<file path="config.mk">
export PLATFORM = sky130hd
export DESIGN_NAME = mux_1x8_rr_arbiter_flat
export DESIGN_NICKNAME = d
export VERILOG_FILES = /design/src/rtl/mux_1x8_rr_arbiter_if.sv /design/src/rtl/mux_1x8_rr_arbiter.sv /design/src/flat_wrapper.sv
export SDC_FILE = /design/constraint.sdc
export NUM_CORES = 1
export LEC_CHECK = 0
export BUFFER_PORTS_ARGS = -buffer_cell sky130_fd_sc_hd__buf_2
export CORE_MARGIN = 5
export CORE_UTILIZATION = 30
export CTS_CLUSTER_DIAMETER = 200
export CTS_CLUSTER_SIZE = 28
export DETAILED_ROUTE_END_ITERATION = 10
export PLACE_DENSITY = 0.45
export SLEW_MARGIN = 20
export SYNTH_ARGS = -nofsm -noshare
export SYNTH_HDL_FRONTEND = slang
export SYNTH_SLANG_ARGS = --single-unit
</file>
<file path="constraint.sdc">
create_clock -name clk -period 8.9 [get_ports clk]
set_input_delay 0.89 -clock clk [delete_from_list [all_inputs] [get_ports clk]]
set_output_delay 0.89 -clock clk [all_outputs]
set_load 0.02 [all_outputs]
</file>
<file path="src/rtl/mux_1x8_rr_arbiter_if.sv">
// Request/grant bundle between the 8 requesters and the mux arbiter.
// The master modport is the arbiter side; the slave modport is the requester side.
interface mux_1x8_rr_arbiter_if;
  logic [7:0] req;
  logic [7:0] gnt;
  logic [2:0] sel;
  logic       busy;

  modport master (
    input  req,
    output gnt,
    output sel,
    output busy
  );

  modport slave (
    output req,
    input  gnt,
    input  sel,
    input  busy
  );
endinterface

</file>
<file path="src/rtl/mux_1x8_rr_arbiter.sv">
// Round-robin arbiter driving the select of an 8:1 routing mux, with a bounded
// hold time per owner so every active requester is served within 8*MAX_HOLD cycles.
module mux_1x8_rr_arbiter #(
  parameter int MAX_HOLD = 4,
  parameter int CNT_W    = 3
) (
  input  logic                       clk,
  input  logic                       reset,
  mux_1x8_rr_arbiter_if.master       bus
);

  typedef enum logic {IDLE, GRANT} state_e;

  state_e           state_q, state_d;
  logic [2:0]       ptr_q, ptr_d;
  logic [CNT_W-1:0] cnt_q, cnt_d;
  logic [7:0]       gnt_q, gnt_d;
  logic [2:0]       sel_q, sel_d;
  logic             busy_q, busy_d;

  logic [2:0]       owner;
  logic [7:0]       others;

  // First set bit of mask scanning upward from start, wrapping 7->0.
  function automatic logic [2:0] rr_pick(input logic [7:0] mask, input logic [2:0] start);
    logic [2:0] idx;
    rr_pick = start;
    for (int i = 7; i >= 0; i--) begin
      idx = start + 3'(i);
      if (mask[idx]) rr_pick = idx;
    end
  endfunction

  always_comb begin
    state_d = state_q;
    ptr_d   = ptr_q;
    cnt_d   = cnt_q;
    gnt_d   = gnt_q;
    sel_d   = sel_q;
    busy_d  = busy_q;
    owner   = sel_q;
    others  = bus.req & ~(8'd1 << owner);

    unique case (state_q)
      IDLE: begin
        if (bus.req != 8'd0) begin
          sel_d   = rr_pick(bus.req, ptr_q);
          gnt_d   = 8'd1 << sel_d;
          busy_d  = 1'b1;
          cnt_d   = '0;
          ptr_d   = sel_d + 3'd1;
          state_d = GRANT;
        end
      end
      GRANT: begin
        if (!bus.req[owner]) begin
          if (bus.req != 8'd0) begin
            sel_d = rr_pick(bus.req, ptr_q);
            gnt_d = 8'd1 << sel_d;
            cnt_d = '0;
            ptr_d = sel_d + 3'd1;
          end else begin
            gnt_d   = 8'd0;
            busy_d  = 1'b0;
            cnt_d   = '0;
            state_d = IDLE;
          end
        end else if (cnt_q == CNT_W'(MAX_HOLD - 1)) begin
          // Owner has used its slot; it is excluded from the search while others wait.
          cnt_d = '0;
          if (others != 8'd0) begin
            sel_d = rr_pick(others, owner + 3'd1);
            gnt_d = 8'd1 << sel_d;
            ptr_d = sel_d + 3'd1;
          end
        end else begin
          cnt_d = cnt_q + CNT_W'(1);
        end
      end
      default: state_d = IDLE;
    endcase
  end

  always_ff @(posedge clk) begin
    if (reset) begin
      state_q <= IDLE;
      ptr_q   <= '0;
      cnt_q   <= '0;
      gnt_q   <= '0;
      sel_q   <= '0;
      busy_q  <= 1'b0;
    end else begin
      state_q <= state_d;
      ptr_q   <= ptr_d;
      cnt_q   <= cnt_d;
      gnt_q   <= gnt_d;
      sel_q   <= sel_d;
      busy_q  <= busy_d;
    end
  end

  assign bus.gnt  = gnt_q;
  assign bus.sel  = sel_q;
  assign bus.busy = busy_q;

endmodule

</file>
<file path="src/flat_wrapper.sv">
// flat-port wrapper written by rule: the top's interface ports become plain ports
module mux_1x8_rr_arbiter_flat 
#(
  parameter int MAX_HOLD = 4,
  parameter int CNT_W    = 3
)
  (clk, reset, bus_req, bus_gnt, bus_sel, bus_busy);
  mux_1x8_rr_arbiter_if bus_i ();
  input  logic clk;
  input  logic reset;
  input wire logic [$bits(bus_i.req)-1:0] bus_req;
  output wire logic [$bits(bus_i.gnt)-1:0] bus_gnt;
  output wire logic [$bits(bus_i.sel)-1:0] bus_sel;
  output wire logic [$bits(bus_i.busy)-1:0] bus_busy;
  assign bus_i.req = bus_req;
  assign bus_gnt = bus_i.gnt;
  assign bus_sel = bus_i.sel;
  assign bus_busy = bus_i.busy;
  mux_1x8_rr_arbiter #(.MAX_HOLD(MAX_HOLD), .CNT_W(CNT_W)) u_core (.clk(clk), .reset(reset), .bus(bus_i));
endmodule
</file>
==> metrics.md <==
| Metric | Value |
|---|---|
| Status | finished, final reports clean |
| Critical Path End Type | flip-flop |
| Count of final setup violators | 0 |
| Aggregate negative setup slack | 0 ns |
| Clk_lat worst skew | approximately 0.26 ns |
| Top layer in use | met4 |
| Number of global-route vias before repair | 2,884 |
| Clock Path Buffers | 2 |
| Slowest cell on the critical path | ha_1 |
| Residual overflow from global routing | 0 |
| Post-detailed-routing wire length | just over 9 mm |
| CP peak stage delay | 0.77 ns |
| Met3 WL | 321 um |
| Vias | about 2,900 |
| Hold WS | approximately 0.47 ns |
| Drt wl/cell | 17.6 um |
| Startpoint types | flip-flop |
| M1 wire length | ~4.7 mm |
| Max Fclk | about 220 MHz |
| Max Slew Vio Count | 0 |
| Starting Density | a little under a third |
| Post-synthesis async set-or-reset flop share | 0% |
| # clock sinks | 19 |
| Avg Cell Area, Syn | 8.04 sq um |
| DR WL met2 | slightly above 4 mm |
| # IOs | 22 |
| Top cells by count, synth | 45 x nand2_1, 25 x a21oi_1, 24 x nor2_1 |
| Required time of the critical path | 9.09 ns |
| CP top delay family | buffers and inverters |
| Drt drc | 0 |
| Synth area leader | dfxtp_1 |
| Post-CTS setup buffers | 0 |
| Post-Synth Simple-Gate Area | 20.1% |
| RSZ-0062 raised after global routing | false |
| Die ar. | around 12,000 sq um |
| Largest net degree at the start of global routing | between 40 and 50 |
| CP Cell Sequence | buf_4 > inv_1 > ha_1 > buf_4 > inv_1 > o211a_2 > or3_1 > o32ai_1 > o311ai_1 > o211ai_2 > xor2_1 > nor2_1 > ha_1 > nand2_1 > nand3_1 > a21oi_1 |
| Via density | 5.66 |
| #FFs+latches synth | 19 |
| Tcrit/Tclk final | 51.4% |
| EDFF count, synth | 0 |
| Crit Path Max Fanout | 40 |
| DP HPWL | approximately 6.9 mm |
| Port Buf Inserts | 21 |
| Die height | 112 um |
| GP Congestion | between 0.8 and 0.9 |
| Placed inst area | 3170 sq um |
| Crit Path Class | reg -> reg |
| Seq/Total Area, Yosys | between 10% and 20% |
| Post-synth net total | about 410 |
| CTS Hold Buffers Added | 0 |
| Synth Cell Area | between 3000 and 4000 sq um |
| Layout cells sized above 1 | 17.8% |
| Final Cell Area | ~3200 sq um |
| Die X | about 110 um |
| Final min period | about 4.6 ns |
| Post-synth cell types | 80 |
| Worst EP arrival | 4.77 ns |
| CTS-repair resized insts | 0 |
| GRT Overall Usage | 14.8% |
| Area Growth Syn to Fin | 3.92% |
| Row cnt | 37 |
| DRT antenna net count | 0 |
| Clock root cell | clkbuf_8 |
| Layout Nets | around 410 |
| HP Start | u_core.cnt_q[2] |
| DRT Pass-1 Iters | 5 |
| Max Cap Violations | 0 |
| Post-synth top area share | 12.3% |
| Final hold violation count | 0 |
| Ant. Diodes | 0 |
| P per Cell Area | around 450 nW/um^2 |
| Power Total | 1.44 mW |
| CTS tree | done |
| Worst Tran Pin Value | 0.749 ns |
| Synth Instances | slightly below 400 |
| Compound-Gate Fraction of Synth Area | just over 30% |
| TritonCTS buffer count | 3 |
| Core Box Area | just over 10,000 sq um |
| First-pass GRT wire length | ~15 mm |
| Clk pin slew, worst setup/hold paths | roughly 0.070 ns |
| Mux cell area share after synthesis | between 10% and 20% |
| Post-Route Skew | 0.00229 ns |
| Hold Crit Class | reg -> reg |
| Initial antenna violation count | 0 |
| H-tree depth | 1 |
| Main combinational cell family by area after synthesis | compound AO/OA/AOI/OAI gates |
| Crit. Startpoint | u_core.bus.sel[0] |
| Buffers and inverters on the worst path | 4 |
| Lkg Pwr | ~1.3 nW |
| Ys flop type | dfxtp_1 |
| DRT iter0 DRCs | 242 |
| Post-Synth XOR/XNOR Area | approximately 3.6% |
| VDD IR max | approximately 0.13 mV |
| Max transition margin | between 40% and 50% |
| Post-synthesis adder-cell area fraction | roughly 7.3% |
| Most numerous cell in the Yosys netlist | nand2_1 |
| Top cells by area, synth | dfxtp_1 12%, mux4_2 11%, ha_1 7.3% |
| Number of warnings issued by yosys | 0 |
| Reg2reg start | u_core.bus.sel[0] |
[registers in the layout (all words and copies together), names as in the netlist]
register	count
u_core.bus.busy	1
u_core.bus.gnt	8
u_core.bus.sel	3
u_core.cnt_q	3
u_core.ptr_q	3
u_core.state_q	1
[logic make-up after synthesis]
logic type      Yosys count
xor+xnor                 11
flops                    19
compound gates          126
buf+inv                  54
mux                      32
simple gates            125
fa+ha+maj                18
[through the flow]
step / worst slack, ns / instances / utilization [%]
after CTS: 4.38 / 518 / 31.6
after detailed placement: 4.41 / 514 / 31.1
after floorplan: 5.29 / 385 / -
after global placement: 4.46 / 514 / 31.1
after global routing: 3.90 / 518 / 31.6
final: 4.33 / 518 / 31.6
[worst register-to-register path, stage by stage (launching register included)]
cell and delay (ns):
dfxtp_1 0.31, buf_4 0.40, inv_1 0.28, ha_1 0.77, buf_4 0.35, inv_1 0.16, o211a_2 0.33, or3_1 0.45
o32ai_1 0.16, o311ai_1 0.16, o211ai_2 0.12, xor2_1 0.37, nor2_1 0.11, ha_1 0.28, nand2_1 0.06, nand3_1 0.08
a21oi_1 0.14
[worst paths after layout]
kind / end / slack [ns] / cells after the start
max: u_core.ptr_q[2] / 4.33 / 16
min: u_core.cnt_q[2] / 0.47 / 1
max reg2reg: u_core.ptr_q[2] / 4.33 / 16
min reg2reg: u_core.cnt_q[2] / 0.47 / 1
[report_power, final]
| part | internal [mW] | switching (mW) |
|---|---|---|
| Sequential | 0.111 | 0.0478 |
| Clock | 0.0319 | 0.0296 |
| Combinational | 0.480 | 0.740 |
| Total | 0.623 | 0.817 |
[cell usage in the layout (no fill, tap or decap), types with 5 or more instances in the layout]
cell	netlist	layout
nand2_1	45	45
a21oi_1	25	25
nor2_1	24	24
inv_1	23	23
buf_2	4	21
dfxtp_1	19	19
ha_1	18	18
o21ai_0	16	16
mux4_2	15	15
mux2i_1	12	12
nand3_1	9	9
a31oi_1	8	8
nor3_1	7	7
nand4_1	7	7
a211oi_1	7	7
nor2b_1	7	7
o211ai_1	7	7
a221oi_1	6	6
xnor2_1	5	5
o22ai_1	5	5
[layout make-up]
class	count	area, sq um
inverters	24	90.1
multi-input cells	312	2410
well taps	136	170
repair buffers	23	120
flip-flops and latches	19	380
fillers	1101	6970
clock buffers	4	45.0
[routing by layer]
layer	up-vias	GRT usage [%]
met1	1410	22.5
met2	71	23.0
li1	1444	-
met5	-	0
met4	0	2.11
met3	6	1.58
Power figures use the tool's default switching activity.
